[src/rtl/entity_pkg.sv]
// Shared constants, reset words and FSM encoding for the entity table controller.
// Latency: n/a (declarations only).
// Backpressure: n/a.
package entity_pkg;

    localparam int NUM_SLOTS = 9;
    localparam int NUM_ENT   = NUM_SLOTS - 1;   // 14-bit slots; slot 6 is the 18-bit array slot
    localparam int ENTITY_W  = 14;
    localparam int ARRAY_W   = 18;

    localparam logic [3:0] ID_DISABLED = 4'hF;
    localparam logic [3:0] ARRAY_SLOT  = 4'd6;
    localparam logic [3:0] LAST_SLOT   = 4'd8;

    // A disabled entity carries ID 0xF and zero orientation/tile bits.
    localparam logic [ENTITY_W-1:0] ENTITY_RST = {ID_DISABLED, 10'h000};
    localparam logic [ARRAY_W-1:0]  ARRAY_RST  = {ID_DISABLED, 14'h0000};

    typedef enum logic [1:0] {
        IDLE   = 2'd0,
        GRANT  = 2'd1,
        COMMIT = 2'd2
    } state_t;

    // Map a valid slot number (not the array slot) onto the packed 14-bit storage index.
    // Slots 0..5 map straight through; slots 7 and 8 close the gap left by the array slot.
    function automatic logic [2:0] ent_idx(input logic [3:0] slot);
        logic [2:0] idx;
        case (slot)
            4'd7:    idx = 3'd6;
            4'd8:    idx = 3'd7;
            default: idx = slot[2:0];
        endcase
        return idx;
    endfunction

endpackage

[src/rtl/rr_arbiter3.sv]
// Three-way round-robin search starting at a rotating pointer.
// Latency: winner is combinational from req; pointer moves on the clock edge after an advance.
// Backpressure: pointer only moves when the caller accepts the winner (advance), so stalled requests keep their turn.
module rr_arbiter3
    import entity_pkg::*;
(
    input  logic       clk_in,
    input  logic       reset,
    input  logic [2:0] req,
    input  logic       advance,
    output logic [1:0] win_idx,
    output logic       win_vld
);

    logic [1:0] ptr_q;
    logic [1:0] cand0;
    logic [1:0] cand1;
    logic [1:0] cand2;

    // (base + off) mod 3 for base, off in 0..2
    function automatic logic [1:0] rr_pos(input logic [1:0] base, input logic [1:0] off);
        logic [2:0] s;
        s = {1'b0, base} + {1'b0, off};
        if (s >= 3'd3) begin
            s = s - 3'd3;
        end
        return s[1:0];
    endfunction

    assign cand0 = rr_pos(ptr_q, 2'd0);
    assign cand1 = rr_pos(ptr_q, 2'd1);
    assign cand2 = rr_pos(ptr_q, 2'd2);

    // Pick the first requester at or above the pointer, wrapping modulo 3.
    always_comb begin
        win_vld = 1'b0;
        win_idx = 2'd0;
        if (req[cand0]) begin
            win_vld = 1'b1;
            win_idx = cand0;
        end else if (req[cand1]) begin
            win_vld = 1'b1;
            win_idx = cand1;
        end else if (req[cand2]) begin
            win_vld = 1'b1;
            win_idx = cand2;
        end
    end

    // After a grant, the requester just above the winner gets first look next time.
    always_ff @(posedge clk_in or negedge reset) begin
        if (!reset) begin
            ptr_q <= 2'd0;
        end else if (advance && win_vld) begin
            ptr_q <= rr_pos(win_idx, 2'd1);
        end
    end

endmodule

[src/rtl/entity_table_ctrl.sv]
// Arbitrates three writers into a 9-slot entity table and commits it to the display once per frame.
// Latency: grant one cycle after valid is seen in IDLE, write lands at end of GRANT, outputs update the cycle after COMMIT.
// Backpressure: single-cycle one-hot req_ready, at most one write per 2 cycles; a pending commit is served before new grants.
// Build option ENTITY_TABLE_SHADOW_EN: defined gives a shadow table copied out on commit; undefined writes the outputs directly.
module entity_table_ctrl
    import entity_pkg::*;
#(
    parameter logic [9:0] COMMIT_LINE = 10'd480,
    parameter int         NUM_REQ     = 3
) (
    input  logic                   clk_in,
    input  logic                   reset,
    input  logic [9:0]             counter_V,
    input  logic [NUM_REQ-1:0]     req_valid,
    input  logic [4*NUM_REQ-1:0]   req_slot,
    input  logic [18*NUM_REQ-1:0]  req_data,
    output logic [NUM_REQ-1:0]     req_ready,
    output logic [ENTITY_W-1:0]    entity_1,
    output logic [ENTITY_W-1:0]    entity_2,
    output logic [ENTITY_W-1:0]    entity_3,
    output logic [ENTITY_W-1:0]    entity_4,
    output logic [ENTITY_W-1:0]    entity_5,
    output logic [ENTITY_W-1:0]    entity_6,
    output logic [ARRAY_W-1:0]     entity_7_Array,
    output logic [ENTITY_W-1:0]    entity_8_Flip,
    output logic [ENTITY_W-1:0]    entity_9_Flip,
    output logic                   frame_tick,
    output logic                   slot_err
);

    state_t               state_q;
    logic                 pending_q;
    logic [9:0]           prev_v_q;
    logic [3:0]           wr_slot_q;
    logic [ARRAY_W-1:0]   wr_dat_q;

    logic                 commit_evt;
    logic [1:0]           arb_idx;
    logic                 arb_vld;
    logic                 arb_advance;
    logic [NUM_REQ-1:0]   arb_onehot;
    logic [3:0]           sel_slot;
    logic [ARRAY_W-1:0]   sel_dat;
    logic                 slot_ok;
    logic                 tbl_wr;

    logic [ENTITY_W-1:0]  act_ent [NUM_ENT];
    logic [ARRAY_W-1:0]   act_arr;

    // A commit fires once, on the cycle counter_V first arrives at the commit line.
    assign commit_evt = (prev_v_q != counter_V) && (counter_V == COMMIT_LINE);

    // The arbiter pointer only moves when IDLE actually hands out a grant.
    assign arb_advance = (state_q == IDLE) && !pending_q;

    rr_arbiter3 u_arb (
        .clk_in  (clk_in),
        .reset   (reset),
        .req     (req_valid),
        .advance (arb_advance),
        .win_idx (arb_idx),
        .win_vld (arb_vld)
    );

    // Steer the winning requester's slot and word onto the latch path.
    always_comb begin
        sel_slot = 4'd0;
        sel_dat  = '0;
        case (arb_idx)
            2'd0: begin
                sel_slot = req_slot[3:0];
                sel_dat  = req_data[17:0];
            end
            2'd1: begin
                sel_slot = req_slot[7:4];
                sel_dat  = req_data[35:18];
            end
            2'd2: begin
                sel_slot = req_slot[11:8];
                sel_dat  = req_data[53:36];
            end
            default: begin
                sel_slot = 4'd0;
                sel_dat  = '0;
            end
        endcase
    end

    // One-hot form of the winner, loaded into req_ready when GRANT is entered.
    always_comb begin
        arb_onehot          = '0;
        arb_onehot[arb_idx] = 1'b1;
    end

    // Out-of-range slots are still granted (so the requester can move on) but never written.
    assign slot_ok = (wr_slot_q <= LAST_SLOT);
    assign tbl_wr  = (state_q == GRANT) && slot_ok;

    // Control FSM: IDLE decides commit-vs-grant, GRANT writes one word, COMMIT publishes the frame.
    always_ff @(posedge clk_in or negedge reset) begin
        if (!reset) begin
            state_q    <= IDLE;
            pending_q  <= 1'b0;
            prev_v_q   <= 10'd0;
            wr_slot_q  <= 4'd0;
            wr_dat_q   <= '0;
            req_ready  <= '0;
            frame_tick <= 1'b0;
            slot_err   <= 1'b0;
        end else begin
            prev_v_q   <= counter_V;
            req_ready  <= '0;
            frame_tick <= 1'b0;
            // A new event wins over the clear, so an event landing in COMMIT is not lost.
            pending_q  <= commit_evt || (pending_q && (state_q != COMMIT));
            if ((state_q == GRANT) && !slot_ok) begin
                slot_err <= 1'b1;
            end
            case (state_q)
                IDLE: begin
                    if (pending_q) begin
                        state_q    <= COMMIT;
                        frame_tick <= 1'b1;
                    end else if (arb_vld) begin
                        state_q   <= GRANT;
                        wr_slot_q <= sel_slot;
                        wr_dat_q  <= sel_dat;
                        req_ready <= arb_onehot;
                    end
                end
                GRANT: begin
                    state_q <= IDLE;
                end
                COMMIT: begin
                    state_q <= IDLE;
                end
                default: begin
                    state_q <= IDLE;
                end
            endcase
        end
    end

`ifdef ENTITY_TABLE_SHADOW_EN
    logic [ENTITY_W-1:0]  sh_ent [NUM_ENT];
    logic [ARRAY_W-1:0]   sh_arr;

    // Shadow table collects this frame's writes; last write to a slot wins.
    always_ff @(posedge clk_in or negedge reset) begin
        if (!reset) begin
            for (int i = 0; i < NUM_ENT; i++) begin
                sh_ent[i] <= ENTITY_RST;
            end
            sh_arr <= ARRAY_RST;
        end else if (tbl_wr) begin
            if (wr_slot_q == ARRAY_SLOT) begin
                sh_arr <= wr_dat_q;
            end else begin
                sh_ent[ent_idx(wr_slot_q)] <= wr_dat_q[17:4];
            end
        end
    end

    // Active table copies the whole shadow in the COMMIT cycle, visible the cycle after.
    always_ff @(posedge clk_in or negedge reset) begin
        if (!reset) begin
            for (int i = 0; i < NUM_ENT; i++) begin
                act_ent[i] <= ENTITY_RST;
            end
            act_arr <= ARRAY_RST;
        end else if (state_q == COMMIT) begin
            for (int i = 0; i < NUM_ENT; i++) begin
                act_ent[i] <= sh_ent[i];
            end
            act_arr <= sh_arr;
        end
    end
`else
    // Without a shadow, each accepted write goes straight to the active outputs.
    always_ff @(posedge clk_in or negedge reset) begin
        if (!reset) begin
            for (int i = 0; i < NUM_ENT; i++) begin
                act_ent[i] <= ENTITY_RST;
            end
            act_arr <= ARRAY_RST;
        end else if (tbl_wr) begin
            if (wr_slot_q == ARRAY_SLOT) begin
                act_arr <= wr_dat_q;
            end else begin
                act_ent[ent_idx(wr_slot_q)] <= wr_dat_q[17:4];
            end
        end
    end
`endif

    assign entity_1       = act_ent[0];
    assign entity_2       = act_ent[1];
    assign entity_3       = act_ent[2];
    assign entity_4       = act_ent[3];
    assign entity_5       = act_ent[4];
    assign entity_6       = act_ent[5];
    assign entity_7_Array = act_arr;
    assign entity_8_Flip  = act_ent[6];
    assign entity_9_Flip  = act_ent[7];

endmodule

[config.mk]
export PLATFORM = sky130hd
export DESIGN_NAME = entity_table_ctrl
export DESIGN_NICKNAME = d
export VERILOG_FILES = /design/src/rtl/entity_pkg.sv /design/src/rtl/rr_arbiter3.sv /design/src/rtl/entity_table_ctrl.sv
export SDC_FILE = /design/constraint.sdc
export NUM_CORES = 1
export LEC_CHECK = 0
export CELL_PAD_IN_SITES_DETAIL_PLACEMENT = 1
export CELL_PAD_IN_SITES_GLOBAL_PLACEMENT = 1
export CORE_AREA = 4 4 144 146
export DETAILED_ROUTE_END_ITERATION = 10
export DIE_AREA = 0 0 148 150
export MAX_ROUTING_LAYER = met4
export PLACE_DENSITY = 0.82
export SYNTH_ARGS = -nofsm -noshare
export SYNTH_HDL_FRONTEND = slang
export SYNTH_SLANG_ARGS = --single-unit
[constraint.sdc]
create_clock -name clk_in -period 3.2 [get_ports clk_in]
set_input_delay 0.64 -clock clk_in [delete_from_list [all_inputs] [get_ports clk_in]]
set_output_delay 0.64 -clock clk_in [all_outputs]
set_load 0.005 [all_outputs]
==> results.py <==
metrics = {
    "worst_setup_path": {
        "crit_arrival_ns": 3.14,
        "reg2reg_slack_ns": 0.39,
        "worst_setup_path_end_kind": "flop",
        "crit_fanout": 10,
        "worstRegToRegCells": 10,
        "critical_path.max_stage_delay_ns": 0.56,
        "path_class": "in2reg",
        "cpMaxStageDelayCell": "clkdlybuf4s50_1",
        "reg2reg_to": "wr_dat_q[15]$_DFFE_PN0P_",
        "path_buf_inv": 3,
        "r2r_start": "u_arb.ptr_q[0]$_DFFE_PN0P_",
        "start_kind": "input port",
        "critical_path_required_ns": 3.50,
        "crit_family": "compound AO/OA/AOI/OAI gates",
        "path_cells": "clkdlybuf4s50_1, inv_1, o21ai_0, nand2b_1, o32a_1, ha_1, buf_4, a222oi_1, nor2_1, mux2_4",
    },
    "cells_and_area": {
        "antenna_cells": 0,
        "regArea_mm2": 0.00435,
        "multiInputGateArea_mm2": 0.00269,
        "drive_gt1_share_pct": 32.8,
        "syn_to_final_growth_pct": 41.4,
        "nets": 783,
        "fillers": 1915,
        "fin_util_pct": 53.0,
        "fin_cells": 972,
    },
    "yosys": {
        "yosys.area_share.adder_pct": 1.38,
        "synth-simple-area-share_pct": 4.15,
        "synth-main-ff-cell": "dfrtp_1",
        "synth_cell_types": 40,
        "async_reset_ff_share_pct": 100,
        "ys_ff_latch": 172,
        "yosysMostFrequentCell": "dfrtp_1",
        "synthesis.nets": 575,
        "synth_common_cells": "136 x dfrtp_1, 114 x mux2_2, 36 x dfstp_2",
        "syn_avg_cell_area_um2": 15.0,
        "synth_top_area_share_pct": 46.8,
        "yosysTopAreaCell": "dfrtp_1",
        "synth-xor-area-share_pct": 1.20,
        "yosys_warnings": 0,
        "synth_top_family_by_area": "multiplexers",
        "ys_seq_area_share_pct": 59.8,
        "synth_cells": 486,
        "synth-compound-area-share_pct": 4.42,
        "synthMuxAreaShare_pct": 25.8,
        "synth_edf_count": 0,
        "syn_area_mm2": 0.00727,
        "synth_area_leaders": "dfrtp_1 47%, mux2_2 18%, dfstp_2 13%, mux2_4 6.0%, a222oi_1 3.0%",
    },
    "clock_network": {
        "numCtsBuffers": 17,
        "cts_resized": 0,
        "clock_latency_ns": 0.42,
        "clock_sinks": 172,
        "cts_root_buf": "clkbuf_16",
        "cts_hold_buffers": 0,
        "post-cts-setup-buffer-count": 0,
        "tritoncts": "built",
        "clock_path_buffers": 2,
        "cts_max_level": 4,
        "clk_pin_slew_ns": 0.07,
    },
    "placed_design": {
        "io_buffers": 215,
        "dp_hpwl_um": 15600,
        "routabilityCongestion": 0.794,
        "dp_cells": 940,
    },
    "flow_run": {
        "cap_violations": 0,
    },
    "global_routing": {
        "antenna_found_initial": 0,
        "gr-usage-all-layers_pct": 19.5,
        "grt-ovfl-total": 0,
        "grt_pass1_vias": 5589,
        "grt_max_degree": 81,
        "grt_pass1_wl_um": 32200,
    },
    "timing": {
        "fin_crit_sh_pct": 88.6,
        "max_freq_ghz": 0.353,
        "hold_violations": 0,
        "post-route-min-period_ns": 2.84,
        "worst_pin_slew_ns": 0.913,
        "setup_violations": 0,
        "grt_setup_unrepaired": "false",
        "slew_headroom_pct": 39.0,
        "slew_violations": 0,
        "clock-skew-final_ns": 0.00597,
    },
    "drt": {
        "via_per_inst": 5.08,
        "wire_per_inst_um": 21.5,
        "firstDrtPassIters": 6,
        "ant_nets": 0,
        "vias": 4934,
        "routed_wl_um": 20900,
        "drt-initial-drc-count": 296,
        "drc_errors": 0,
    },
    "power_and_ir_drop": {
        "p_per_area_mw_per_mm2": 1040,
        "irDropWorstVdd_uv": 366,
        "p_leak_nw": 4.49,
    },
    "floorplanning": {
        "die_w_um": 148,
        "num_rows": 51,
        "pin_count": 216,
        "core-area_mm2": 0.0194,
        "start_util_pct": 37.5,
        "die_y_um": 150,
        "fp.dieArea_mm2": 0.0222,
    },
    "hold_path": {
        "hp-class": "in2async",
    },
    "run_status": {
        "status": "finished, final reports clean",
    },
}
stage by stage:
stage | worst slack [ns] | instance area (um^2) | hold slack [ns] | TNS, ns | power, mW
3_5_place_dp | -0.0775 | 9670 | 0.470 | -0.105 | 8.66
2_1_floorplan | 0.607 | 7270 | 0.344 | 0 | 6.18
6_report | 0.365 | 10300 | 0.261 | 0 | 10.6
3_3_place_gp | 0.0480 | 9670 | 0.466 | 0 | 8.35
5_1_grt | 0.101 | 10300 | 0.306 | 0 | 11.3
4_1_cts | 0.277 | 10300 | 0.268 | 0 | 10.8
registers in the layout, summed over array words and instances (netlist names), 10 cells and up:
| name | count |
|---|---|
| entity_7_Array | 18 |
| wr_dat_q | 18 |
| entity_1 | 14 |
| entity_2 | 14 |
| entity_3 | 14 |
| entity_4 | 14 |
| entity_5 | 14 |
| entity_6 | 14 |
| entity_8_Flip | 14 |
| entity_9_Flip | 14 |
| prev_v_q | 10 |
area by class of cell:
type / instances / share of cell area [%]
well taps: 265 / 3.23
clock buffers: 18 / 4.27
flip-flops and latches: 172 / 42.3
clock inverters: 14 / 1.60
repair buffers: 228 / 22.1
inverters: 8 / 0.292
multi-input cells: 267 / 26.1
kinds of logic after synthesis:
group	after synthesis
xor+xnor	10
simple gates	59
buf+inv	47
fa+ha+maj	8
flops	172
compound gates	33
mux	157
worst max-delay path by stage:
stage	startpoint	to	slack, ns	cells past startpoint
final	req_valid[1]	wr_dat_q[15]$_DFFE_PN0P_	0.36	10
after global routing	u_arb.ptr_q[1]$_DFFE_PN0P_	wr_dat_q[15]$_DFFE_PN0P_	0.10	12
after CTS	u_arb.ptr_q[1]$_DFFE_PN0P_	wr_dat_q[15]$_DFFE_PN0P_	0.28	12
after detailed placement	req_valid[1]	wr_dat_q[15]$_DFFE_PN0P_	-0.08	10
after global placement	req_valid[1]	wr_dat_q[7]$_DFFE_PN0P_	0.05	10
after floorplan	u_arb.ptr_q[0]$_DFFE_PN0P_	wr_dat_q[0]$_DFFE_PN0P_	0.61	11
power by group:
part           total (mW)  internal (mW)  switching, mW
logic                4.49           2.84           1.65
registers            4.08           3.21          0.869
clock network        2.07           1.19          0.885
total                10.6           7.23           3.40
layout by cell type, fill, tap and decap left out, types with 5 or more instances in the layout:
cell type        synthesis  routed
dfstp_2                 36      36
nand2_1                  9       9
dfrtp_1                136     136
mux2_2                 114     114
xor2_1                   8       8
and3_1                   5       5
clkdlybuf4s50_1          0     214
ha_1                     8       7
clkbuf_16                0      17
mux2_1                  11      11
nor2_1                  25      25
buf_4                    3      11
mux2_4                  29      29
a222oi_1                22      22
inv_1                    8       8
metal layers:
metal	track usage (%)	vias to the layer above	wire length (um)
li1	-	2182	-
met1	23.0	2540	8660
met2	33.8	186	10800
met3	3.73	26	1040
met4	6.10	0	358
met5	-	-	0
(Power assumes the default switching activity.)
